$ cat src/rtl/vc_pkg.sv
// Shared definitions for the VC demux router: pause FSM states, VC ids, class-bit position.
// Optional statistics are enabled in the top with the VC_DEMUX_STATS_EN macro.
package vc_pkg;

    typedef enum logic {
        RUN    = 1'b0,
        PAUSED = 1'b1
    } pause_state_e;

    typedef enum logic {
        VC0 = 1'b0,
        VC1 = 1'b1
    } vc_id_e;

    localparam int DEF_BW     = 6;
    localparam int VC_SEL_BIT = DEF_BW - 1;

    // The class bit is always the MSB of the word, whatever the word width.
    function automatic int vc_sel_bit(input int bw);
        return bw - 1;
    endfunction

endpackage

$ cat src/rtl/vc_pause_ctrl.sv
// Per-VC back-pressure generator: two-state hysteresis on VC FIFO occupancy,
// registered pause output.
module vc_pause_ctrl
    import vc_pkg::*;
#(
    parameter int CW       = 3,
    parameter int PAUSE_HI = 2,
    parameter int PAUSE_LO = 1
) (
    input  logic          clk,
    input  logic          reset,
    input  logic [CW-1:0] count,
    output logic          pause
);

    localparam logic [CW-1:0] HI = CW'(PAUSE_HI);
    localparam logic [CW-1:0] LO = CW'(PAUSE_LO);

    pause_state_e state;

    // Counts strictly between LO and HI leave the state untouched.
    always_ff @(posedge clk or negedge reset) begin
        if (!reset) begin
            state <= RUN;
            pause <= 1'b0;
        end else begin
            case (state)
                RUN: begin
                    if (count >= HI) begin
                        state <= PAUSED;
                        pause <= 1'b1;
                    end
                end
                PAUSED: begin
                    if (count <= LO) begin
                        state <= RUN;
                        pause <= 1'b0;
                    end
                end
                default: begin
                    state <= RUN;
                    pause <= 1'b0;
                end
            endcase
        end
    end

endmodule

$ cat src/rtl/vc_demux_router.sv
// Captures words popped from the main FIFO, steers them to VC0/VC1 by class bit and
// drives per-VC pause back-pressure. VC_DEMUX_STATS_EN adds per-VC push counters.
module vc_demux_router
    import vc_pkg::*;
#(
    parameter int BW       = 6,
    parameter int CW       = 3,
    parameter int DEPTH    = 4,
    parameter int PAUSE_HI = 2,
    parameter int PAUSE_LO = 1
) (
    input  logic          clk,
    input  logic          reset,
    input  logic [BW-1:0] data_in,
    input  logic          valid_in,
    input  logic [CW-1:0] vc0_count,
    input  logic [CW-1:0] vc1_count,
    input  logic          vc0_full,
    input  logic          vc1_full,
    output logic          push_vc0,
    output logic          push_vc1,
    output logic [BW-1:0] data_vc0,
    output logic [BW-1:0] data_vc1,
    output logic          pause_vc0,
    output logic          pause_vc1,
    output logic          overflow_err
`ifdef VC_DEMUX_STATS_EN
    ,
    output logic [15:0]   vc0_words,
    output logic [15:0]   vc1_words
`endif
);

    localparam int SEL_BIT = vc_sel_bit(BW);

    // Two words can still arrive after pause rises, so HI must leave that much headroom.
    if (PAUSE_HI > DEPTH - 2 || PAUSE_LO >= PAUSE_HI) begin : g_bad_params
        $error("vc_demux_router: illegal PAUSE_HI/PAUSE_LO for DEPTH");
    end

    vc_id_e target;
    logic   accept0;
    logic   accept1;
    logic   blocked;

    assign target  = vc_id_e'(data_in[SEL_BIT]);
    assign accept0 = valid_in && (target == VC0) && !vc0_full;
    assign accept1 = valid_in && (target == VC1) && !vc1_full;
    assign blocked = valid_in && ((target == VC0) ? vc0_full : vc1_full);

    always_ff @(posedge clk or negedge reset) begin
        if (!reset) begin
            push_vc0     <= 1'b0;
            push_vc1     <= 1'b0;
            data_vc0     <= '0;
            data_vc1     <= '0;
            overflow_err <= 1'b0;
        end else begin
            push_vc0 <= accept0;
            push_vc1 <= accept1;
            if (accept0) data_vc0 <= data_in;
            if (accept1) data_vc1 <= data_in;
            if (blocked) overflow_err <= 1'b1;
        end
    end

`ifdef VC_DEMUX_STATS_EN
    // Counters track words actually written; blocked words never count.
    always_ff @(posedge clk or negedge reset) begin
        if (!reset) begin
            vc0_words <= '0;
            vc1_words <= '0;
        end else begin
            if (accept0) vc0_words <= vc0_words + 16'd1;
            if (accept1) vc1_words <= vc1_words + 16'd1;
        end
    end
`endif

    vc_pause_ctrl #(
        .CW       (CW),
        .PAUSE_HI (PAUSE_HI),
        .PAUSE_LO (PAUSE_LO)
    ) u_pause_vc0 (
        .clk   (clk),
        .reset (reset),
        .count (vc0_count),
        .pause (pause_vc0)
    );

    vc_pause_ctrl #(
        .CW       (CW),
        .PAUSE_HI (PAUSE_HI),
        .PAUSE_LO (PAUSE_LO)
    ) u_pause_vc1 (
        .clk   (clk),
        .reset (reset),
        .count (vc1_count),
        .pause (pause_vc1)
    );

endmodule

$ cat config.mk
export PLATFORM = sky130hd
export DESIGN_NAME = vc_demux_router
export DESIGN_NICKNAME = d
export VERILOG_FILES = /design/src/rtl/vc_pkg.sv /design/src/rtl/vc_pause_ctrl.sv /design/src/rtl/vc_demux_router.sv
export SDC_FILE = /design/constraint.sdc
export NUM_CORES = 1
export LEC_CHECK = 0
export CORE_UTILIZATION = 38
export DETAILED_ROUTE_END_ITERATION = 7
export PLACE_DENSITY = 0.73
export SLEW_MARGIN = 25
export SYNTH_ARGS = -nofsm -noshare
export SYNTH_HDL_FRONTEND = slang
export SYNTH_HIERARCHICAL = 1
export SYNTH_SLANG_ARGS = --single-unit
export TNS_END_PERCENT = 30
$ cat constraint.sdc
create_clock -name clk -period 1.05 [get_ports clk]
set_clock_uncertainty 0.15 [all_clocks]
set_input_delay 0.105 -clock clk [delete_from_list [all_inputs] [get_ports clk]]
set_output_delay 0.105 -clock clk [all_outputs]
set_load 0.03 [all_outputs]
==> qor.txt <==
Global Route Usage Sum - 0.149
Gate power share - 0.337
Dpl cells - 104
CTS clk-pin slew, worst paths - 90 ps
Die Footprint - 0.00203 mm^2
Crit path max fanout - 2
Period utilization - 1.05
Detailed Route WL - 1320 um
Min Hold Slack - 60.2 ps
Worst IR drop on VDD - 1.04 mV
Critical path arrival - 840 ps
Area growth, synth to finish - 72.8%
Die height - 45.1 um
Post-Syn Area per Cell - 16.8 um^2
Worst setup SP type - flop
Initial antenna violation count - 0
Max incr delay on CP - 430 ps
CTS Buffer Depth - 2
Finished Layout Cells - 114
Post-route DRC violation count - 0
First-pass GRT wire length - 2140 um
Synth warnings - 6
Static Leakage - 0.000603 uW
Root Buffer - clkbuf_4
Clock latency on the worst-skew pair - 280 ps
Fraction of layout cells with a size suffix above 1 - 0.573
Final hold violations - 0
Synth Register Bits - 19
I/O Buffers - 31
Outcome - complete, but fails checks
Netlist cell types - 10
CTS sink count - 19
Commonest non-fill, non-tap cells in the layout - dfrtp_1 (18), buf_6 (18), clkdlybuf4s50_1 (10), buf_4 (10), mux2_2 (6)
WS Path Type - reg -> out
Pwr/cell area - 1520 mW/mm^2
Vias in the first global route - 496
Sequential power share - 0.478
I/O pin count - 34
Max-Cap Viols - 0
Row count - 15
Rel. slew slack - 0.901
Critical Path RT - 790 ps
Final net count - 107
Total number of vias - 493
Internal power component - 1310 uW
Drt pass-1 iters - 1
Crit path time final - 1100 ps
Crit-path slowest cell - dfrtp_2
RSZ-0062 raised after global routing - true
Starting Density - 0.408
Initial DRC Count - 0
Multi-input gate area - 245 um^2
Syn Inst Count - 42
Fin. max-slew vios - 0
Routed WL per cell - 11.6 um
Post-DP HPWL - 962 um
TritonCTS Buffers - 3
Final setup fails - 18
Via-per-instance ratio - 4.32
Failing checks - negative setup slack
Routed Antenna Nets - 0
Sw Share - 0.292
Crit path buf inv count - 1
Largest net degree at the start of global routing - 11
CP top delay family - flip-flops
Worst hold path type - in -> reg
Final Worst Setup Slack - -48.4 ps
Power share of the clock group - 0.185
Register area - 477 um^2
Chip width - 45.1 um
CP Capture Type - primary output
Mapped cell area - 704 um^2
Htree depth - 1
CTS tree - done
GPL Wtd Cong - 0.629
Slew @ Worst Pin - 148 ps
# diodes - 0
Layout filler cell count - 134
GRT overflow - 0
CORE AREA - 0.00173 mm^2
Post-synthesis sequential area ratio - 0.675
Total power - 1850 uW
Fmax - 910 MHz
DP Worst Slack - -522 ps
Post-synth net total - 59
NetSw - 540 uW
Cell breakdown of the critical path - buf_6
==> Yosys cell counts (all sizes together) <==
library cell | count | area, um^2
dfrtp | 19 | 475
mux2 | 11 | 124
inv | 3 | 11.3
maj3 | 2 | 22.5
or2 | 2 | 17.5
a21o | 1 | 8.76
and2b | 1 | 8.76
nand2b | 1 | 6.26
nand3b | 1 | 11.3
nor3b | 1 | 18.8
==> metrics by stage <==
stage                     TNS [ps]  utilization  area, um^2
after floorplan              -13.3            -         706
after global placement       -7200        0.608        1050
after detailed placement     -7410        0.608        1050
after CTS                     -804        0.686        1180
after global routing         -1240        0.705        1220
final                         -544        0.705        1220
==> power by group through the flow <==
stage          registers, uW  logic [uW]  clock network (uW)
2_1_floorplan           1050        99.4                   0
3_3_place_gp             877         517                   0
3_5_place_dp             879         522                   0
4_1_cts                  885         606                 366
5_1_grt                  894         659                 388
6_report                 884         625                 342
==> state kept, by name, summed over array words and instances, names as in the netlist <==
register,count
u_pause_vc0/state,1
data_vc1,6
push_vc1,1
data_vc0,6
u_pause_vc0/pause,1
overflow_err,1
u_pause_vc1/state,1
push_vc0,1
u_pause_vc1/pause,1
==> routing by layer <==
metal  wire [um]  share of wire  GRT usage  up-vias
met1         568           0.43      0.182      234
met4          12         0.0091     0.0727        0
met5           0              0          0        -
met3          94          0.071     0.0480        2
li1            -              -          -      239
met2         647           0.49      0.238       18
==> path summary, 6_finish.rpt <==
check / startpoint / end / slack (ps) / depth (start not counted)
min: vc1_full / overflow_err / 60 / 3
max: u_pause_vc0/pause / pause_vc0 / -50 / 1
min reg2reg: overflow_err / overflow_err / 350 / 1
min in group asynchronous: reset / data_vc0[5] / 530 / 3
max reg2reg: u_pause_vc0/pause / u_pause_vc0/pause / -40 / 2
max in group asynchronous: reset / u_pause_vc1/pause / 70 / 3
==> final cells by class <==
class / instances / share of cell area
flip-flops and latches: 19 / 0.392
well taps: 25 / 0.0257
repair buffers: 43 / 0.350
inverters: 3 / 0.00925
multi-input cells: 20 / 0.201
clock buffers: 4 / 0.0216
==> cells by family after synthesis <==
group                      after synthesis  share of synthesized area
buffers and inverters                    3                     0.0160
DFF                                     19                      0.675
muxes                                   11                      0.176
AOI/OAI and AO/OA                        1                     0.0124
adders and majority gates                2                     0.0320
and+or+nand+nor                          6                     0.0888
==> repair_timing <==
item | 4_1_cts | 5_1_grt
setup buffers | 1 | 4
cloned | 0 | 0
endpoints found under the setup margin | 31 | 23
pin swaps | 0 | 0
resized for setup | 27 | 1
hold buffers | 1 | 0
hold endpoints to repair | 19 | 0
Power figures use the tool's default switching activity.
